$ cat config.mk
export PLATFORM = sky130hd
export DESIGN_NAME = lcd_cmd_arbiter
export DESIGN_NICKNAME = d
export VERILOG_FILES = /design/src/rtl/lcd_cmd_arbiter.sv
export SDC_FILE = /design/constraint.sdc
export NUM_CORES = 1
export LEC_CHECK = 0
export CAP_MARGIN = 40
export CORE_UTILIZATION = 33
export CTS_CLUSTER_SIZE = 10
export DETAILED_ROUTE_END_ITERATION = 8
export DONT_BUFFER_PORTS = 1
export HOLD_SLACK_MARGIN = 0.1
export MAX_ROUTING_LAYER = met4
export SLEW_MARGIN = 40
export SYNTH_ARGS = -nofsm -noshare
export SYNTH_HDL_FRONTEND = slang
export SYNTH_SLANG_ARGS = --single-unit
$ cat constraint.sdc
create_clock -name i_clk -period 3.7 [get_ports i_clk]
set_clock_uncertainty 0.1 [all_clocks]
set_input_delay 0.555 -clock i_clk [delete_from_list [all_inputs] [get_ports i_clk]]
set_output_delay 0.555 -clock i_clk [all_outputs]
set_load 0.03 [all_outputs]
$ cat src/rtl/lcd_cmd_arbiter.sv
// Round-robin arbiter for the shared LCD command port: runs the boot init
// command, then grants one requester command at a time with completion/timeout and a guard gap.
module lcd_cmd_arbiter #(
  parameter int unsigned SIZE_DATA   = 8,
  parameter int unsigned SIZE_FUNC   = 4,
  parameter int unsigned NUM_REQ     = 2,
  parameter int unsigned TIMEOUT_CYC = 1024,
  parameter int unsigned GAP_CYC     = 4
) (
  input  logic                           i_clk,
  input  logic                           i_rst,
  input  logic [NUM_REQ-1:0]             i_req,
  input  logic [NUM_REQ*SIZE_FUNC-1:0]   i_func,
  input  logic [NUM_REQ*SIZE_DATA-1:0]   i_data,
  output logic [NUM_REQ-1:0]             o_gnt,
  output logic [NUM_REQ-1:0]             o_ack,
  output logic [NUM_REQ-1:0]             o_err,
  output logic                           o_en_lcd,
  output logic [SIZE_FUNC-1:0]           o_func,
  output logic [SIZE_DATA-1:0]           o_data,
  input  logic                           i_done_LCD,
  output logic                           o_init_done,
  output logic                           o_busy
);

  localparam int unsigned IDX_W   = $clog2(NUM_REQ);
  localparam int unsigned CNT_MAX = (TIMEOUT_CYC > GAP_CYC) ? TIMEOUT_CYC : GAP_CYC;
  localparam int unsigned CNT_W   = $clog2(CNT_MAX);
  localparam logic [SIZE_FUNC-1:0] FUNC_INIT = '0;

  typedef enum logic [2:0] {
    S_BOOT,
    S_BOOT_WAIT,
    S_IDLE,
    S_WAIT,
    S_GAP
  } state_e;

  state_e               state_q, state_d;
  logic [IDX_W-1:0]     ptr_q, ptr_d;
  logic [IDX_W-1:0]     idx_q, idx_d;
  logic [CNT_W-1:0]     cnt_q, cnt_d;
  logic [NUM_REQ-1:0]   gnt_q, gnt_d;
  logic [NUM_REQ-1:0]   ack_q, ack_d;
  logic [NUM_REQ-1:0]   err_q, err_d;
  logic                 en_q, en_d;
  logic [SIZE_FUNC-1:0] func_q, func_d;
  logic [SIZE_DATA-1:0] data_q, data_d;
  logic                 init_done_q, init_done_d;
  logic                 busy_q, busy_d;

  logic                 found;
  logic [IDX_W-1:0]     sel;
  logic [IDX_W-1:0]     cand;
  logic                 timeout_hit;
  logic                 gap_last;

  assign timeout_hit = (cnt_q == CNT_W'(TIMEOUT_CYC - 1));
  assign gap_last    = (cnt_q == CNT_W'(GAP_CYC - 1));

  always_ff @(posedge i_clk) begin
    if (i_rst) begin
      state_q     <= S_BOOT;
      ptr_q       <= '0;
      idx_q       <= '0;
      cnt_q       <= '0;
      gnt_q       <= '0;
      ack_q       <= '0;
      err_q       <= '0;
      en_q        <= 1'b0;
      func_q      <= '0;
      data_q      <= '0;
      init_done_q <= 1'b0;
      busy_q      <= 1'b0;
    end else begin
      state_q     <= state_d;
      ptr_q       <= ptr_d;
      idx_q       <= idx_d;
      cnt_q       <= cnt_d;
      gnt_q       <= gnt_d;
      ack_q       <= ack_d;
      err_q       <= err_d;
      en_q        <= en_d;
      func_q      <= func_d;
      data_q      <= data_d;
      init_done_q <= init_done_d;
      busy_q      <= busy_d;
    end
  end

  always_comb begin
    state_d     = state_q;
    ptr_d       = ptr_q;
    idx_d       = idx_q;
    cnt_d       = cnt_q;
    gnt_d       = '0;
    ack_d       = '0;
    err_d       = '0;
    en_d        = 1'b0;
    func_d      = func_q;
    data_d      = data_q;
    init_done_d = init_done_q;
    found       = 1'b0;
    sel         = '0;
    cand        = '0;

    // First asserted request at or after the round-robin pointer
    for (int unsigned i = 0; i < NUM_REQ; i++) begin
      cand = IDX_W'((32'(ptr_q) + i) % NUM_REQ);
      if (!found && i_req[cand]) begin
        found = 1'b1;
        sel   = cand;
      end
    end

    case (state_q)
      S_BOOT: begin
        en_d    = 1'b1;
        func_d  = FUNC_INIT;
        data_d  = '0;
        cnt_d   = '0;
        state_d = S_BOOT_WAIT;
      end
      S_BOOT_WAIT: begin
        if (i_done_LCD) begin
          init_done_d = 1'b1;
          cnt_d       = '0;
          state_d     = S_GAP;
        end else if (timeout_hit) begin
          state_d = S_BOOT;
        end else begin
          cnt_d = cnt_q + CNT_W'(1);
        end
      end
      S_IDLE: begin
        if (found) begin
          idx_d      = sel;
          gnt_d[sel] = 1'b1;
          en_d       = 1'b1;
          func_d     = i_func[32'(sel)*SIZE_FUNC +: SIZE_FUNC];
          data_d     = i_data[32'(sel)*SIZE_DATA +: SIZE_DATA];
          ptr_d      = (32'(sel) == NUM_REQ - 1) ? '0 : sel + IDX_W'(1);
          cnt_d      = '0;
          state_d    = S_WAIT;
        end
      end
      S_WAIT: begin
        // done takes priority over a timeout landing in the same cycle
        if (i_done_LCD || timeout_hit) begin
          if (i_done_LCD) begin
            ack_d[idx_q] = 1'b1;
          end else begin
            err_d[idx_q] = 1'b1;
          end
          func_d  = '0;
          data_d  = '0;
          cnt_d   = '0;
          state_d = S_GAP;
        end else begin
          cnt_d = cnt_q + CNT_W'(1);
        end
      end
      S_GAP: begin
        if (gap_last) begin
          cnt_d   = '0;
          state_d = S_IDLE;
        end else begin
          cnt_d = cnt_q + CNT_W'(1);
        end
      end
      default: state_d = S_BOOT;
    endcase

    busy_d = (state_d != S_IDLE);
  end

  assign o_gnt       = gnt_q;
  assign o_ack       = ack_q;
  assign o_err       = err_q;
  assign o_en_lcd    = en_q;
  assign o_func      = func_q;
  assign o_data      = data_q;
  assign o_init_done = init_done_q;
  assign o_busy      = busy_q;

endmodule
==> results by group, run 1 <==
Timing
  • Slew headroom: 56.3%
  • Final hold violation count: 0
  • Setup Viol. Count Final: 0
  • Tcrit/Tclk final: 62.8%
  • Sum Neg Setup Slack: 0 ns
  • Worst-margin pin slew: 0.654 ns
  • Achievable Freq: 0.430 GHz
  • Final slew viol count: 0
  • Minimum clock period: 2.32 ns
  • Unrepaired setup endpoints after global routing: false
  • Hold WS: 0.224 ns

Power
  • Switching Share: 24.9%
  • Peak supply drop: 139 uV
  • Share of power burned in registers: 49.6%
  • Cell leakage power: 0.677 nW
  • Combinational share of power: 8.2%
  • Internal power: 615 uW
  • PD cells: 432 nW/um^2
  • Sw power: 203 uW
  • Clock power share: 42.3%

Global route
  • Initial antenna violation count: 0
  • Met3 track demand over resource: 4.88%
  • First-pass GRT wire length: 5930 um
  • Largest net degree at the start of global routing: 29
  • GR met1 Demand/Resource: 17.6%
  • Vias in the first global route: 1279
  • Grt ovf: 0
  • Gr busiest metal: met2
  • GRT Util Overall: 14.9%
  • M2 GR Usage: 22.6%

Die
  • Die width: 74.4 um
  • Die area: 5530 um^2
  • I/O pins: 50
  • Die height: 74.4 um
  • Area of the core: 4880 um^2
  • Initial core utilization: 35.4%
  • # rows: 25

Finish
  • Most common cell after layout, fill and taps aside: dfxtp_1
  • Fin cells: 258
  • Synthesis-to-layout area growth: 9.48%
  • Most frequent cells in the layout: dfxtp_1, nor3_1, nand2_1, nor2_1
  • Fin util: 38.8%
  • N_diodes: 0
  • Final #Nets: 221
  • Share of cells above drive strength 1: 15.7%

Logic synthesis
  • Synth top area cells: dfxtp_1, mux2i_1, a31o_2
  • Distinct cell type count after synthesis: 45
  • Multiplexer share of the synthesized area: 6.95%
  • Synth top area share: 41.7%
  • Post-synthesis compound-gate area fraction: 21.5%
  • Seq cells post-synth: 36
  • Fraction of registers with async set/reset: 0%
  • Synthesized area: 1730 um^2
  • Post-synth EDFFs: 0
  • Mapped Cells: 194
  • Syn nets: 225
  • Post-synthesis adder-cell area fraction: 1.45%
  • Post-Synth XOR/XNOR Area: 0%
  • Largest family of logic cells by synthesized area: simple AND/OR/NAND/NOR gates
  • Seq/Total Area, Yosys: 41.7%
  • Synth warn: 0
  • Post-Synth Simple-Gate Area: 25.1%
  • Area leader, netlist: dfxtp_1
  • Syn avg cell area: 8.91 um^2
  • Main synth FF type: dfxtp_1

Run
  • Total of max-cap violations: 0

CTS
  • Num CTS Buffers: 5
  • CTS tree: yes
  • Worst skew pair latency: 0.29 ns
  • TritonCTS Sinks: 36
  • Post-CTS Setup Repair Bufs: 0
  • CTS Buffer Depth: 2
  • Post-cts resize count: 0
  • CTS Hold Buffers Added: 0
  • Root Buffer: clkbuf_8
  • Clock Pin Slew Worst Setup and Hold Paths: 0.07 ns
  • H-tree depth: 2

Routing
  • Antenna viol nets, final: 0
  • 1st-iter DRT viols: 51
  • DRC: 0
  • Routed wire length: 3790 um
  • Wire length per cell: 14.7 um
  • Avg Vias per Cell: 5.58
  • Via Count: 1440
  • First-pass iteration count of the detailed router: 4

Placement
  • PortBufs: 0
  • RD Place Congestion: 0.798
  • Dpl hpwl: 2680 um
  • Cell total after placement: 250

Setup path
  • Worst EP required: 3.78 ns
  • Worst setup path category: reg2reg
  • CP Max Fanout: 10
  • Critical Path AT: 2.40 ns
  • CP startpoint kind: flop
  • Crit path capture type: flop

Min path
  • Hold WC Path Type: in2reg

Status
  • Outcome: finished, final reports clean
==> Yosys cell counts (2+ instances only) <==
cell,count
mux2i_1,12
nand4_1,7
a21oi_1,8
inv_1,2
nand2b_1,3
nand3_1,12
dfxtp_1,36
ha_1,2
or2_2,3
clkbuf_1,6
nand2_1,16
a31o_2,12
or3_1,3
a31oi_1,3
o31ai_4,2
o311ai_0,4
nor3_1,17
nor2_1,14
a211oi_1,2
o211ai_1,2
o21ai_0,2
buf_2,3
==> path summary, 6_finish.rpt <==
kind | startpoint | end | depth (start not counted) | slack (ns)
worst max register to register | cnt_q[0] | cnt_q[9] | 6 | 1.38
worst min-delay path | i_rst | state_q[2] | 1 | 0.22
worst max-delay path | cnt_q[0] | cnt_q[9] | 6 | 1.38
worst min register to register | ptr_q | ptr_q | 2 | 0.38
==> cell type report <==
| cell class | count | area [um^2] |
|---|---|---|
| Clock buffer | 5 | 68.8 |
| Clock inverter | 3 | 42.5 |
| Fill cell | 527 | 2990 |
| Inverter | 3 | 11.3 |
| Multi-Input combinational cell | 144 | 966 |
| Sequential cell | 36 | 721 |
| Tap cell | 67 | 83.8 |
==> power by group through the flow <==
stage	Combinational, mW	Clock, mW	Sequential, mW
2_1_floorplan	0.0577	0	0.412
3_3_place_gp	0.0657	0	0.415
4_1_cts	0.0679	0.357	0.405
6_report	0.0669	0.346	0.405
3_5_place_dp	0.0676	0	0.415
5_1_grt	0.0747	0.371	0.406
==> sequential cells by signal, indices dropped and copies added, names as in the netlist <==
| register | flops |
|---|---|
| idx_q | 1 |
| o_busy | 1 |
| cnt_q | 10 |
| ptr_q | 1 |
| o_func | 4 |
| o_gnt | 2 |
| o_data | 8 |
| state_q | 3 |
| o_ack | 2 |
| o_init_done | 1 |
| o_en_lcd | 1 |
| o_err | 2 |
==> worst max-delay path, cell delays in order, from the launching register on <==
cell      delay (ns)
dfxtp_1         0.39
ha_1            0.28
nand4_2         0.18
or3_1           0.52
o31ai_4         0.50
nand3_1         0.12
o311ai_0        0.13
==> metal layers <==
layer / vias up / wire (um)
met2: 41 / 1770
met3: 6 / 271
met1: 664 / 1680
met5: - / 0
met4: 0 / 70
li1: 729 / -
==> kinds of logic (layout without fill, tap and decap cells) <==
logic type / Yosys count / in the layout
buffers and inverters: 14 / 11
and+or+nand+nor: 84 / 84
adders and majority gates: 2 / 2
DFF: 36 / 36
AOI/OAI and AO/OA: 46 / 46
muxes: 12 / 12
==> through the flow <==
| stage | worst slack, ns | total power, mW | area [um^2] |
|---|---|---|---|
| detailed placement | 1.38 | 0.482 | 1780 |
| floorplan | 1.64 | 0.469 | 1730 |
| global route | 1.19 | 0.852 | 1890 |
| CTS | 1.36 | 0.830 | 1890 |
| global placement | 1.42 | 0.481 | 1770 |
| finish | 1.38 | 0.818 | 1890 |
Note: power is estimated with default switching activity, not from simulation.
==> run 2, diff against run 1 <==
Settings changed: ABC_AREA from default to 1.
Clock period 3.7 ns to 2.15 ns, I/O delays scaled along.
==> results by group, run 2 <==
Finish
  • Synthesis-to-layout area growth: 8.89%
  • Fin util: 38.4% (-0.40 points)
  • N_diodes: 0 (unchanged)
  • Sequential Area: 721 um^2 (unchanged)
  • Largest register FFs: 10 (unchanged)
  • Area of the multi-input gates: 970 um^2 (+0.39%)
  • Fillers: 593 (+13%)
  • Share of cells above drive strength 1: 17.1% (+1.4 points)
  • Final #Nets: 293 (+33%)
  • Most flops, register: cnt_q
  • Most common cell after layout, fill and taps aside: nor2_1
  • Most frequent cells in the layout: nor2_1, nand2_1, dfxtp_1, inv_1, nand3_1

Timing
  • Sum Neg Setup Slack: 0 ns (unchanged)
  • Worst-margin pin slew: 0.697 ns (+0.0435 ns)
  • Final slew viol count: 0 (unchanged)
  • Unrepaired setup endpoints after global routing: false
  • Setup Viol. Count Final: 0 (unchanged)
  • Slew headroom: 53.5% (-2.8 points)
  • Minimum clock period: 1.83 ns (-0.490 ns)
  • Final hold violation count: 0 (unchanged)
  • Achievable Freq: 0.546 GHz (+27%)
  • Worst setup margin: 0.317 ns (-1.06 ns)
  • Tcrit/Tclk final: 85.2% (+22 points)

Setup path
  • CP peak stage delay: 0.40 ns (-0.12 ns)
  • Crit path capture type: flop
  • Slowest-stage cell, CP: dfxtp_1
  • Critical Path AT: 1.90 ns (-0.50 ns)
  • Worst setup path category: reg2reg
  • Reg-to-reg endpoint: cnt_q[6]
  • R2r worst-path depth: 9 (+3)
  • Worst r2r src: cnt_q[1]
  • CP startpoint kind: flop
  • Worst EP required: 2.22 ns (-1.56 ns)
  • Reg2reg setup slack: 0.32 ns (-1.06 ns)
  • CP Max Fanout: 6 (-4)
  • Crit-path cells: ha_1 -> nand2_2 -> nor2_2 -> nand3_2 -> o21ai_2 -> buf_4 -> o21bai_1 -> nand3_1 -> nor2_1

CTS
  • CTS Buffer Depth: 2 (unchanged)
  • H-tree depth: 2 (unchanged)
  • TritonCTS Sinks: 36 (unchanged)
  • Num CTS Buffers: 5 (unchanged)
  • Root Buffer: clkbuf_8
  • Post-cts resize count: 0 (unchanged)
  • Worst skew pair latency: 0.28 ns (about the same)
  • Clock Pin Slew Worst Setup and Hold Paths: 0.07 ns (about the same)
  • CTS tree: yes

Global route
  • Vias in the first global route: 1431 (+12%)
  • Grt ovf: 0 (unchanged)
  • Initial antenna violation count: 0 (unchanged)
  • First-pass GRT wire length: 6800 um (+15%)
  • GRT Util Overall: 14.8% (-0.14 points)
  • Largest net degree at the start of global routing: 23 (-21%)

Min path
  • Hold WC Path Type: in2reg
  • Worst hold start: i_done_LCD
  • Hold Path Depth: 2 (+1)
  • Hold Crit Endpoint: o_ack[1]

Logic synthesis
  • Count leader, synth: nor2_1
  • Synth top area cells: dfxtp_1, nor2_1, nand2_1
  • Syn avg cell area: 7.15 um^2 (-20%)
  • Seq cells post-synth: 36 (unchanged)
  • Distinct cell type count after synthesis: 32 (-29%)
  • Post-synth EDFFs: 0 (unchanged)
  • Area leader, netlist: dfxtp_1
  • Main synth FF type: dfxtp_1
  • Mapped Cells: 260 (+34%)
  • Fraction of registers with async set/reset: 0% (unchanged)
  • Synthesized area: 1860 um^2 (+7.5%)
  • Seq/Total Area, Yosys: 38.8% (-2.9 points)
  • Top post-synthesis cells by count: nor2_1, nand2_1, dfxtp_1
  • Syn nets: 291 (+29%)
  • Synth warn: 0 (unchanged)
  • Synth top area share: 38.8% (-2.9 points)

Routing
  • 1st-iter DRT viols: 98 (+92%)
  • DRC: 0 (unchanged)
  • Via Count: 1608 (+12%)
  • Routed wire length: 3970 um (+4.8%)
  • First-pass iteration count of the detailed router: 4 (unchanged)
  • Wire length per cell: 11.9 um (-19%)
  • Antenna viol nets, final: 0 (unchanged)
  • Avg Vias per Cell: 4.83 (-13%)

Placement
  • Setup WS pre-CTS: 0.317 ns (-1.06 ns)
  • RD Place Congestion: 0.801 (+0.36%)
  • Dpl hpwl: 2860 um (+6.7%)
  • PortBufs: 0 (unchanged)

Run
  • Total of max-cap violations: 0 (unchanged)

Die
  • Area of the core: 5270 um^2 (+8.0%)
  • Die width: 77.0 um (+3.6%)
  • Die height: 77.0 um (+3.6%)
  • Die area: 5930 um^2 (+7.3%)
  • I/O pins: 50 (unchanged)
  • Initial core utilization: 35.3% (-0.18 points)
  • # rows: 26 (+4.0%)

Power
  • Tot Pwr: 1.53 mW (+87%)
  • Cell leakage power: 0.844 nW (+25%)
  • Peak supply drop: 413 uV (+200%)
  • PD cells: 757 nW/um^2 (+75%)

Status
  • Outcome: finished, final reports clean
-- run 2: worst max-delay path by stage --
| stage | from | to | slack, ns | depth (start not counted) |
|---|---|---|---|---|
| 5_1_grt | cnt_q[1] | o_data[2] | 0.13 | 10 |
| 6_report | cnt_q[1] | cnt_q[6] | 0.32 | 9 |
| 2_1_floorplan | cnt_q[1] | cnt_q[6] | 0.59 | 9 |
| 3_5_place_dp | cnt_q[1] | o_data[5] | 0.32 | 10 |
| 4_1_cts | cnt_q[1] | o_data[5] | 0.30 | 10 |
| 3_3_place_gp | cnt_q[1] | o_data[5] | 0.37 | 10 |
-- run 2: layer usage --
metal | wire (um) | global-route usage (%) | up-vias
met5 | 0 | - | -
met4 | 19 | 4.53 | 0
met3 | 229 | 4.05 | 2
met2 | 1740 | 21.4 | 36
met1 | 1990 | 19.9 | 725
li1 | - | - | 845
-- run 2: layout make-up --
cell class,instances,area share [%]
clock buffer,6,3.59
clock inverter,2,1.73
inverter,28,5.19
multi-input combinational,187,47.9
sequential,36,35.6
tap,70,4.33
timing repair buffer,4,1.61
-- run 2: through the flow --
stage / cell area, um^2 / std cells / hold WS (ns)
after CTS: 2020 / 333 / 0.121
after global routing: 2020 / 333 / 0.147
after global placement: 1910 / 324 / 0.289
after floorplan: 1860 / 260 / 0.301
after detailed placement: 1910 / 324 / 0.288
final: 2020 / 333 / 0.120
-- run 2: cells by family after synthesis --
family	synth area share, %
compound gates	16.1
xor+xnor	0.471
fa+ha+maj	1.35
buf+inv	9.02
flops	38.8
simple gates	34.3
-- run 2: repair_timing --
action,in CTS,in global routing
endpoints found under the hold margin,12,0
hold buffers,1,0
buffers inserted,0,0
setup endpoints to repair,0,0
-- run 2: worst max-delay path, delay by kind of cell, from the launching register on --
| kind | cells | cell delay (ns) |
|---|---|---|
| buf+inv | 1 | 0.21 |
| fa+ha+maj | 1 | 0.24 |
| compound gates | 2 | 0.31 |
| simple gates | 5 | 0.46 |
| flops | 1 | 0.40 |
-- run 2: where the power goes --
part	switching, mW	internal [mW]
clock	0.239	0.344
combinational	0.114	0.0551
sequential	0.0801	0.700
total	0.433	1.10
